`config.mk`:
```
export PLATFORM = sky130hd
export DESIGN_NAME = wbu_wbuf_arb
export DESIGN_NICKNAME = d
export VERILOG_FILES = /design/src/rtl/wbu_wbuf_arb.sv
export SDC_FILE = /design/constraint.sdc
export NUM_CORES = 1
export LEC_CHECK = 0
export CELL_PAD_IN_SITES_DETAIL_PLACEMENT = 1
export CELL_PAD_IN_SITES_GLOBAL_PLACEMENT = 2
export CORE_MARGIN = 10
export CORE_UTILIZATION = 30
export CTS_CLUSTER_DIAMETER = 120
export DETAILED_ROUTE_END_ITERATION = 16
export PLACE_DENSITY_LB_ADDON = 0.1
export SLEW_MARGIN = 20
export SYNTH_ARGS = -nofsm -noshare
export SYNTH_HDL_FRONTEND = slang
export SYNTH_SLANG_ARGS = --single-unit
```
`constraint.sdc`:
```
create_clock -name hclk -period 4.47 [get_ports hclk]
set_input_delay 0.894 -clock hclk [delete_from_list [all_inputs] [get_ports hclk]]
set_output_delay 0.894 -clock hclk [all_outputs]
set_load 0.05 [all_outputs]
```
`src/rtl/wbu_wbuf_arb.sv`:
```
// -----------------------------------------------------------------------------
// wbu_wbuf_arb
//   Write-back unit. Round-robin arbitration of NSRC producers onto the single
//   regfile write port through a DEPTH-entry in-order write buffer. It also
//   provides a combinational forwarding lookup over the pending entries.
//
//   Handshake: a transfer on source i happens on the rising edge of hclk when
//   src_valid[i] & src_ready[i]. src_ready is combinational and depends only
//   on the current grant and the registered fill level. On the regfile side a
//   write is retired on the edge where reg_wen & reg_wready.
//
// Ports
//   hclk, hrstn     clock (rising edge), asynchronous active-low reset
//   src_valid/ready per-source request / acceptance
//   src_rd/src_data per-source dest register / data, slice i at [i*AW +: AW]
//                   and [i*DW +: DW]
//   reg_wen/waddr/wdata/wready   regfile write port (head of buffer)
//   fwd_raddr/hit/data           forwarding lookup of pending writes
//   buf_count/full/empty         buffer occupancy
// -----------------------------------------------------------------------------
module wbu_wbuf_arb #(
    parameter int DW     = 32,
    parameter int AW     = 5,
    parameter int NSRC   = 2,
    parameter int DEPTH  = 4,
    parameter int FWD_EN = 1
) (
    input  logic                       hclk,
    input  logic                       hrstn,
    input  logic [NSRC-1:0]            src_valid,
    output logic [NSRC-1:0]            src_ready,
    input  logic [NSRC*AW-1:0]         src_rd,
    input  logic [NSRC*DW-1:0]         src_data,
    output logic                       reg_wen,
    output logic [AW-1:0]              reg_waddr,
    output logic [DW-1:0]              reg_wdata,
    input  logic                       reg_wready,
    input  logic [AW-1:0]              fwd_raddr,
    output logic                       fwd_hit,
    output logic [DW-1:0]              fwd_data,
    output logic [$clog2(DEPTH+1)-1:0] buf_count,
    output logic                       buf_full,
    output logic                       buf_empty
);

    localparam int PW = $clog2(DEPTH);
    localparam int CW = $clog2(DEPTH + 1);
    localparam int RW = (NSRC > 1) ? $clog2(NSRC) : 1;

    // Buffer state
    logic [AW-1:0] r_mem_rd   [DEPTH];
    logic [DW-1:0] r_mem_data [DEPTH];
    logic [PW-1:0] r_wr_ptr;
    logic [PW-1:0] r_rd_ptr;
    logic [CW-1:0] r_count;
    logic [RW-1:0] r_rr_ptr;

    // Arbitration / control
    logic [NSRC-1:0] w_grant;
    logic [RW-1:0]   w_gnt_idx;
    logic            w_gnt_any;
    logic [AW-1:0]   w_gnt_rd;
    logic [DW-1:0]   w_gnt_data;
    logic            w_full;
    logic            w_empty;
    logic            w_hs;
    logic            w_push;
    logic            w_pop;

    assign w_full  = (r_count == CW'(DEPTH));
    assign w_empty = (r_count == '0);

    // Round-robin: first valid source at or after r_rr_ptr wins.
    always_comb begin
        w_gnt_any = 1'b0;
        w_gnt_idx = '0;
        for (int k = 0; k < NSRC; k++) begin
            if (!w_gnt_any && src_valid[(int'(r_rr_ptr) + k) % NSRC]) begin
                w_gnt_any = 1'b1;
                w_gnt_idx = RW'((int'(r_rr_ptr) + k) % NSRC);
            end
        end
        w_grant = NSRC'(w_gnt_any) << w_gnt_idx;
    end

    assign w_gnt_rd   = src_rd[w_gnt_idx*AW +: AW];
    assign w_gnt_data = src_data[w_gnt_idx*DW +: DW];

    // hrstn gates ready so nothing is offered while the block is held in reset.
    assign src_ready = w_grant & {NSRC{~w_full & hrstn}};
    assign w_hs      = w_gnt_any & ~w_full & hrstn;
    // Writes to register 0 are accepted but discarded.
    assign w_push    = w_hs & (w_gnt_rd != '0);
    assign w_pop     = ~w_empty & reg_wready;

    always_ff @(posedge hclk or negedge hrstn) begin
        if (!hrstn) begin
            r_wr_ptr <= '0;
            r_rd_ptr <= '0;
            r_count  <= '0;
            r_rr_ptr <= '0;
        end else begin
            if (w_push) r_wr_ptr <= r_wr_ptr + 1'b1;
            if (w_pop)  r_rd_ptr <= r_rd_ptr + 1'b1;
            case ({w_push, w_pop})
                2'b10:   r_count <= r_count + 1'b1;
                2'b01:   r_count <= r_count - 1'b1;
                default: r_count <= r_count;
            endcase
            if (w_hs) begin
                if (w_gnt_idx == RW'(NSRC - 1)) r_rr_ptr <= '0;
                else                            r_rr_ptr <= w_gnt_idx + 1'b1;
            end
        end
    end

    // Payload storage needs no reset: entries are qualified by the pointers.
    always_ff @(posedge hclk) begin
        if (w_push) begin
            r_mem_rd[r_wr_ptr]   <= w_gnt_rd;
            r_mem_data[r_wr_ptr] <= w_gnt_data;
        end
    end

    assign reg_wen   = ~w_empty;
    assign reg_waddr = reg_wen ? r_mem_rd[r_rd_ptr]   : '0;
    assign reg_wdata = reg_wen ? r_mem_data[r_rd_ptr] : '0;

    assign buf_count = r_count;
    assign buf_full  = w_full;
    assign buf_empty = w_empty;

    // Forwarding: walk oldest to youngest so the last match is the youngest.
    generate
        if (FWD_EN != 0) begin : g_fwd
            logic          w_fwd_hit;
            logic [DW-1:0] w_fwd_data;
            logic [PW-1:0] w_fidx;
            always_comb begin
                w_fwd_hit  = 1'b0;
                w_fwd_data = '0;
                w_fidx     = '0;
                for (int k = 0; k < DEPTH; k++) begin
                    w_fidx = r_rd_ptr + PW'(k);
                    if ((CW'(k) < r_count) && (fwd_raddr != '0) &&
                        (r_mem_rd[w_fidx] == fwd_raddr)) begin
                        w_fwd_hit  = 1'b1;
                        w_fwd_data = r_mem_data[w_fidx];
                    end
                end
            end
            assign fwd_hit  = w_fwd_hit;
            assign fwd_data = w_fwd_data;
        end else begin : g_nofwd
            assign fwd_hit  = 1'b0;
            assign fwd_data = '0;
        end
    endgenerate

endmodule

```
==> flow_metrics.env, run 1 <==
export IMPL_status="finished clean"
export IMPL_core_area_mm2=0.0347
export IMPL_chipHeight_um=208
export IMPL_clk_pin_slew_ps=60
export IMPL_hold_class="reg2reg"
export IMPL_worst_pin_slew_ps=1020
export IMPL_seq_area_frac_synth_pct=43.9
export IMPL_cts_tree="done"
export IMPL_routed_wl_um=36400
export IMPL_overflow=0
export IMPL_gp_congestion=0.739
export IMPL_synth_cell_area_mm2=0.0106
export IMPL_ctsLongestPathBuffers=2
export IMPL_nets=1238
export IMPL_dieWidth_um=208
export IMPL_drv_slew=0
export IMPL_grt_pass1_wl_um=56100
export IMPL_drt_antenna_violating_nets=0
export IMPL_slew_headroom_pct=31.5
export IMPL_p_per_area_mw_per_mm2=769
export IMPL_vias=8745
export IMPL_critical_path_max_fanout=28
export IMPL_cp_data_required_time_ps=3580
export IMPL_cts_made_buffers=17
export IMPL_finalCritPeriodShare_pct=96.9
export IMPL_synth_avg_cell_area_um2=10.5
export IMPL_fin_setup_tns_ps=0
export IMPL_max_freq_ghz=0.231
export IMPL_initial_utilization_pct=30.5
export IMPL_synth_nets=1104
export IMPL_yosys_warnings=0
export IMPL_final_cell_mix="nand2_1 (189), edfxtp_1 (148), mux2i_1 (137)"
export IMPL_ioPinCount=162
export IMPL_netlist_instances=1011
export IMPL_ir_drop_v=0.000501
export IMPL_fillers=3808
export IMPL_drive_gt1_share_pct=17.9
export IMPL_setup_ws_ps=138
export IMPL_fin_worst_skew_ps=10.5
export IMPL_final_hold_viol_count=0
export IMPL_path_class="in2out"
export IMPL_dieArea_mm2=0.0432
export IMPL_fin_crit_ps=4330
export IMPL_placed_area_mm2=0.0130
export IMPL_viasPerCell=5.42
export IMPL_hold_buffers=0
export IMPL_grt_pass1_vias=9232
export IMPL_crit_arrival_ps=3440
export IMPL_grt_max_degree=110
export IMPL_port_buffer_count=161
export IMPL_ys_types=51
export IMPL_critPathCaptureType="output port"
export IMPL_ys_ff_latch=156
export IMPL_start_kind="input pin"
export IMPL_route_detailed_drc=0
export IMPL_rows=68
export IMPL_drt_iter0_drc=397
export IMPL_place_ws_ps=-18.9
export IMPL_area_growth_syn_to_layout_pct=28.7
export IMPL_maxCapViolCount=0
export IMPL_drt_pass1_iterations=5
export IMPL_p_leak_nw=5.11
export IMPL_hpwlAfterDp_um=25100
export IMPL_finalSetupViolCount=0
export IMPL_layout_commonest_cell="nand2_1"
export IMPL_cts_sinks=156
export IMPL_antenna_found_initial=0
export IMPL_power_total_mw=10.5
export IMPL_htree_levels=4
export IMPL_grtUsageTotal_pct=16.4
export IMPL_fin_area_mm2=0.0136
export IMPL_insertion_delay_ps=430
export IMPL_root_buffer="clkbuf_16"
export IMPL_wire_per_inst_um=22.6
export IMPL_n_antenna_cell=0
-- cell usage after synthesis, drive strengths merged --
library cell / number / share of area (%)
a2111oi: 1 / 0.14
a211oi: 23 / 1.6
a21o: 1 / 0.071
a21oi: 2 / 0.095
a22oi: 1 / 0.071
a31oi: 62 / 3.7
and2: 30 / 1.8
and3b: 1 / 0.083
buf: 48 / 2.4
clkbuf: 55 / 2.0
dfrtp: 8 / 1.9
edfxtp: 148 / 42
ha: 9 / 1.1
inv: 12 / 0.43
mux2: 42 / 4.5
mux2i: 137 / 13
mux4: 15 / 3.2
nand2: 191 / 6.8
nand2b: 4 / 0.31
nand3: 1 / 0.047
nand4: 1 / 0.059
nor2: 64 / 2.3
nor2b: 2 / 0.12
nor3: 2 / 0.095
nor3b: 2 / 0.14
nor4: 3 / 0.30
o211ai: 3 / 0.26
o21ai: 3 / 0.14
o21bai: 1 / 0.11
o22a: 10 / 0.83
o22ai: 10 / 0.59
o311a: 1 / 0.095
o311ai: 1 / 0.083
o31ai: 1 / 0.071
o32a: 23 / 2.2
o32ai: 1 / 0.083
o41a: 1 / 0.11
o41ai: 62 / 5.1
or2: 1 / 0.059
or3: 1 / 0.059
or4: 1 / 0.071
or4b: 1 / 0.095
xnor2: 19 / 1.6
xor2: 6 / 0.50
-- cell families after synthesis --
family | Yosys count | synth area share (%)
flip-flops | 156 | 43.9
multiplexers | 194 | 20.6
buffers and inverters | 115 | 4.79
adder cells (fa/ha/maj) | 9 | 1.06
AND/OR/NAND/NOR | 305 | 12.2
XOR/XNOR | 25 | 2.07
AO/OA/AOI/OAI | 207 | 15.3
-- per-stage QoR --
| step | hold WS (ps) | std cells | util (%) |
|---|---|---|---|
| 4_1_cts | 555 | 1613 | 39.2 |
| 2_1_floorplan | 444 | 1011 | - |
| 3_3_place_gp | 537 | 1575 | 37.3 |
| 5_1_grt | 596 | 1613 | 39.2 |
| 6_report | 558 | 1613 | 39.2 |
| 3_5_place_dp | 533 | 1577 | 37.5 |
-- metal layers --
| metal | share of wire (%) | track usage (%) | vias up |
|---|---|---|---|
| li1 | - | - | 4126 |
| met1 | 46 | 20.9 | 4420 |
| met2 | 49 | 27.9 | 173 |
| met3 | 3.7 | 2.95 | 26 |
| met4 | 1.1 | 3.74 | 0 |
| met5 | 0 | 0 | - |
-- cell type report --
cell class                 instances  area [um2]  share of cell area (%)
inverter                          12        47.5                   0.349
multi-input combinational        740        5560                    40.8
tap                              455         569                    4.18
clock inverter                    12         124                   0.909
clock buffer                      20         437                    3.21
sequential                       156        4660                    34.2
timing repair buffer             218        2230                    16.4
-- path summary, 6_finish.rpt --
| kind | startpoint | endpoint | slack (ps) | cells past startpoint |
|---|---|---|---|---|
| max | fwd_raddr[0] | fwd_data[28] | 140 | 11 |
| min | r_rr_ptr | r_rr_ptr | 560 | 1 |
| max reg2reg | r_rr_ptr | buf_count[2] | 1430 | 9 |
| min reg2reg | r_rr_ptr | r_rr_ptr | 560 | 1 |
| max in group asynchronous | hrstn | r_rd_ptr[1] | 3530 | 2 |
| min in group asynchronous | hrstn | r_wr_ptr[0] | 780 | 2 |
-- critical path, stage by stage --
cell             delay [ps]
clkdlybuf4s50_1         440
buf_4                   180
nor3b_1                 150
buf_4                   160
o32ai_4                 310
buf_4                   180
buf_4                   320
o41ai_1                 140
a31oi_1                 190
o32a_1                  230
buf_4                   220
-- sequential cells by signal, summed over array words and instances, names as in the netlist --
register and cells:
buf_count 3, r_mem_data 128, r_mem_rd 20, r_rd_ptr 2, r_rr_ptr 1, r_wr_ptr 2
-- what timing repair did --
action / CTS / global route
setup buffers: 4 / 0
resized for setup: 2 / 3
endpoints found under the setup margin: 31 / 8
hold endpoints to repair: 0 / 0
-- report_power, final --
part	internal (mW)	switching (mW)
logic	2.44	4.46
registers	1.92	0.235
clock network	0.817	0.595
total	5.18	5.29
No activity file was read; power rests on OpenSTA's default activity.
==> run 2, diff against run 1 <==
HOLD_SLACK_MARGIN = 0.05   (was not set)
clock period = 5.4 ns   (was 4.47 ns; I/O delays follow)
==> flow_metrics.env, run 2 (synthesis results as in run 1) <==
export IMPL_crit_top_cell="buf_4"
export IMPL_maxCapViolCount=0
export IMPL_grt_pass1_wl_um=55600
export IMPL_critPathCaptureType="output port"
export IMPL_initial_utilization_pct=30.5
export IMPL_antenna_found_initial=0
export IMPL_wire_per_inst_um=22.6
export IMPL_drt_iter0_drc=406
export IMPL_cp_data_required_time_ps=4320
export IMPL_p_per_area_mw_per_mm2=639
export IMPL_critPathLaunch="fwd_raddr[0]"
export IMPL_gp_congestion=0.727
export IMPL_ir_drop_v=0.000369
export IMPL_grtUsageTotal_pct=16.2
export IMPL_max_freq_ghz=0.204
export IMPL_grt_setup_unrepaired="no"
export IMPL_finalCritPeriodShare_pct=91.0
export IMPL_final_hold_viol_count=0
export IMPL_crit_arrival_ps=3830
export IMPL_port_buffer_count=161
export IMPL_instances_no_fill=1591
export IMPL_min_from="r_wr_ptr[0]"
export IMPL_cpPeakStageDelay_ps=540
export IMPL_path_class="in2out"
export IMPL_overflow=0
export IMPL_drv_slew=0
export IMPL_fillers=3813
export IMPL_path_cells="clkdlybuf4s50_1 > buf_4 > nor3b_1 > o32ai_4 > or3_2 > nand2_2 > buf_12 > o32a_1 > buf_4"
export IMPL_drt_antenna_violating_nets=0
export IMPL_fin_crit_ps=4910
export IMPL_htree_levels=4
export IMPL_seqCellArea_mm2=0.00466
export IMPL_root_buffer="clkbuf_16"
export IMPL_hold_buffers=0
export IMPL_cts_tree="done"
export IMPL_vias=8615
export IMPL_regMostFlops="r_mem_data"
export IMPL_slew_headroom_pct=41.2
export IMPL_grt_pass1_vias=9128
export IMPL_finalSetupViolCount=0
export IMPL_status="finished clean"
export IMPL_dieArea_mm2=0.0432
export IMPL_viasPerCell=5.41
export IMPL_cts_made_buffers=17
export IMPL_hold_class="reg2reg"
export IMPL_p_leak_nw=4.98
export IMPL_fin_worst_skew_ps=11.4
export IMPL_area_growth_syn_to_layout_pct=26.7
export IMPL_grt_max_degree=89
export IMPL_rr_worst_depth=6
export IMPL_fin_setup_tns_ps=0
export IMPL_post_cts_setup_buffer_count=0
export IMPL_drive_gt1_share_pct=15.7
export IMPL_layout_commonest_cell="nand2_1"
export IMPL_insertion_delay_ps=430
export IMPL_nets=1216
export IMPL_worst_pin_slew_ps=880
export IMPL_slowest_stage="or3_2"
export IMPL_clk_pin_slew_ps=70
export IMPL_route_detailed_drc=0
export IMPL_drt_pass1_iterations=5
export IMPL_largest_register_ffs=128
export IMPL_cts_resized=0
export IMPL_r2r_start="r_rr_ptr"
export IMPL_multi_input_area_mm2=0.00554
export IMPL_place_inst=1559
export IMPL_core_area_mm2=0.0347
export IMPL_dieWidth_um=208
export IMPL_routed_wl_um=36000
export IMPL_critical_path_max_fanout=15
export IMPL_hpwlAfterDp_um=24200
export IMPL_ioPinCount=162
export IMPL_cts_sinks=156
export IMPL_start_kind="input pin"
export IMPL_chipHeight_um=208
export IMPL_rows=68
export IMPL_n_antenna_cell=0
export IMPL_ctsLongestPathBuffers=2
export IMPL_hold_path_depth=1
export IMPL_final_cell_mix="nand2_1 (189), edfxtp_1 (148), mux2i_1 (137)"
==> run 2: critical path, delay by kind of cell <==
family | cells | cell delay, ps
simple gates | 3 | 1230
compound gates | 2 | 390
buf+inv | 4 | 1110
==> run 2: layout make-up <==
class,instances,area share [%]
Timing Repair Buffer,196,15.0
Tap cell,455,4.25
Sequential cell,156,34.7
Multi-Input combinational cell,740,41.3
Clock buffer,18,3.20
Clock inverter,14,1.09
Inverter,12,0.355
==> run 2: stage by stage <==
step,cell area (um2),worst slack (ps),hold WS (ps),power [mW],utilization (%)
after floorplan,10600,1000,444,5.64,-
after global placement,12800,476,529,7.47,37.0
after detailed placement,12800,442,554,7.48,37.0
after CTS,13400,430,565,8.70,38.6
after global routing,13400,268,577,9.13,38.6
final,13400,488,553,8.57,38.6
==> run 2: worst paths after layout <==
check                                   end  slack, ps
max                            fwd_data[28]        490
min                             r_wr_ptr[0]        550
max reg2reg                r_mem_data[1][3]       2320
min reg2reg                     r_wr_ptr[0]        550
max in group asynchronous       r_rd_ptr[0]       4060
min in group asynchronous       r_wr_ptr[0]        970
==> run 2: report_power, final <==
group	internal [mW]	switching, mW	leakage (nW)
sequential	1.59	0.225	1.44
clock	0.682	0.512	0.268
combinational	1.93	3.62	3.27
total	4.20	4.36	4.98
==> run 2: per-layer routing <==
| layer | part of all wire [%] | up-vias | GRT usage, % |
|---|---|---|---|
| met5 | 0 | - | 0 |
| met2 | 49 | 165 | 27.4 |
| met3 | 3.7 | 23 | 3.07 |
| met1 | 46 | 4344 | 20.8 |
| met4 | 1.2 | 0 | 3.66 |
| li1 | - | 4083 | - |
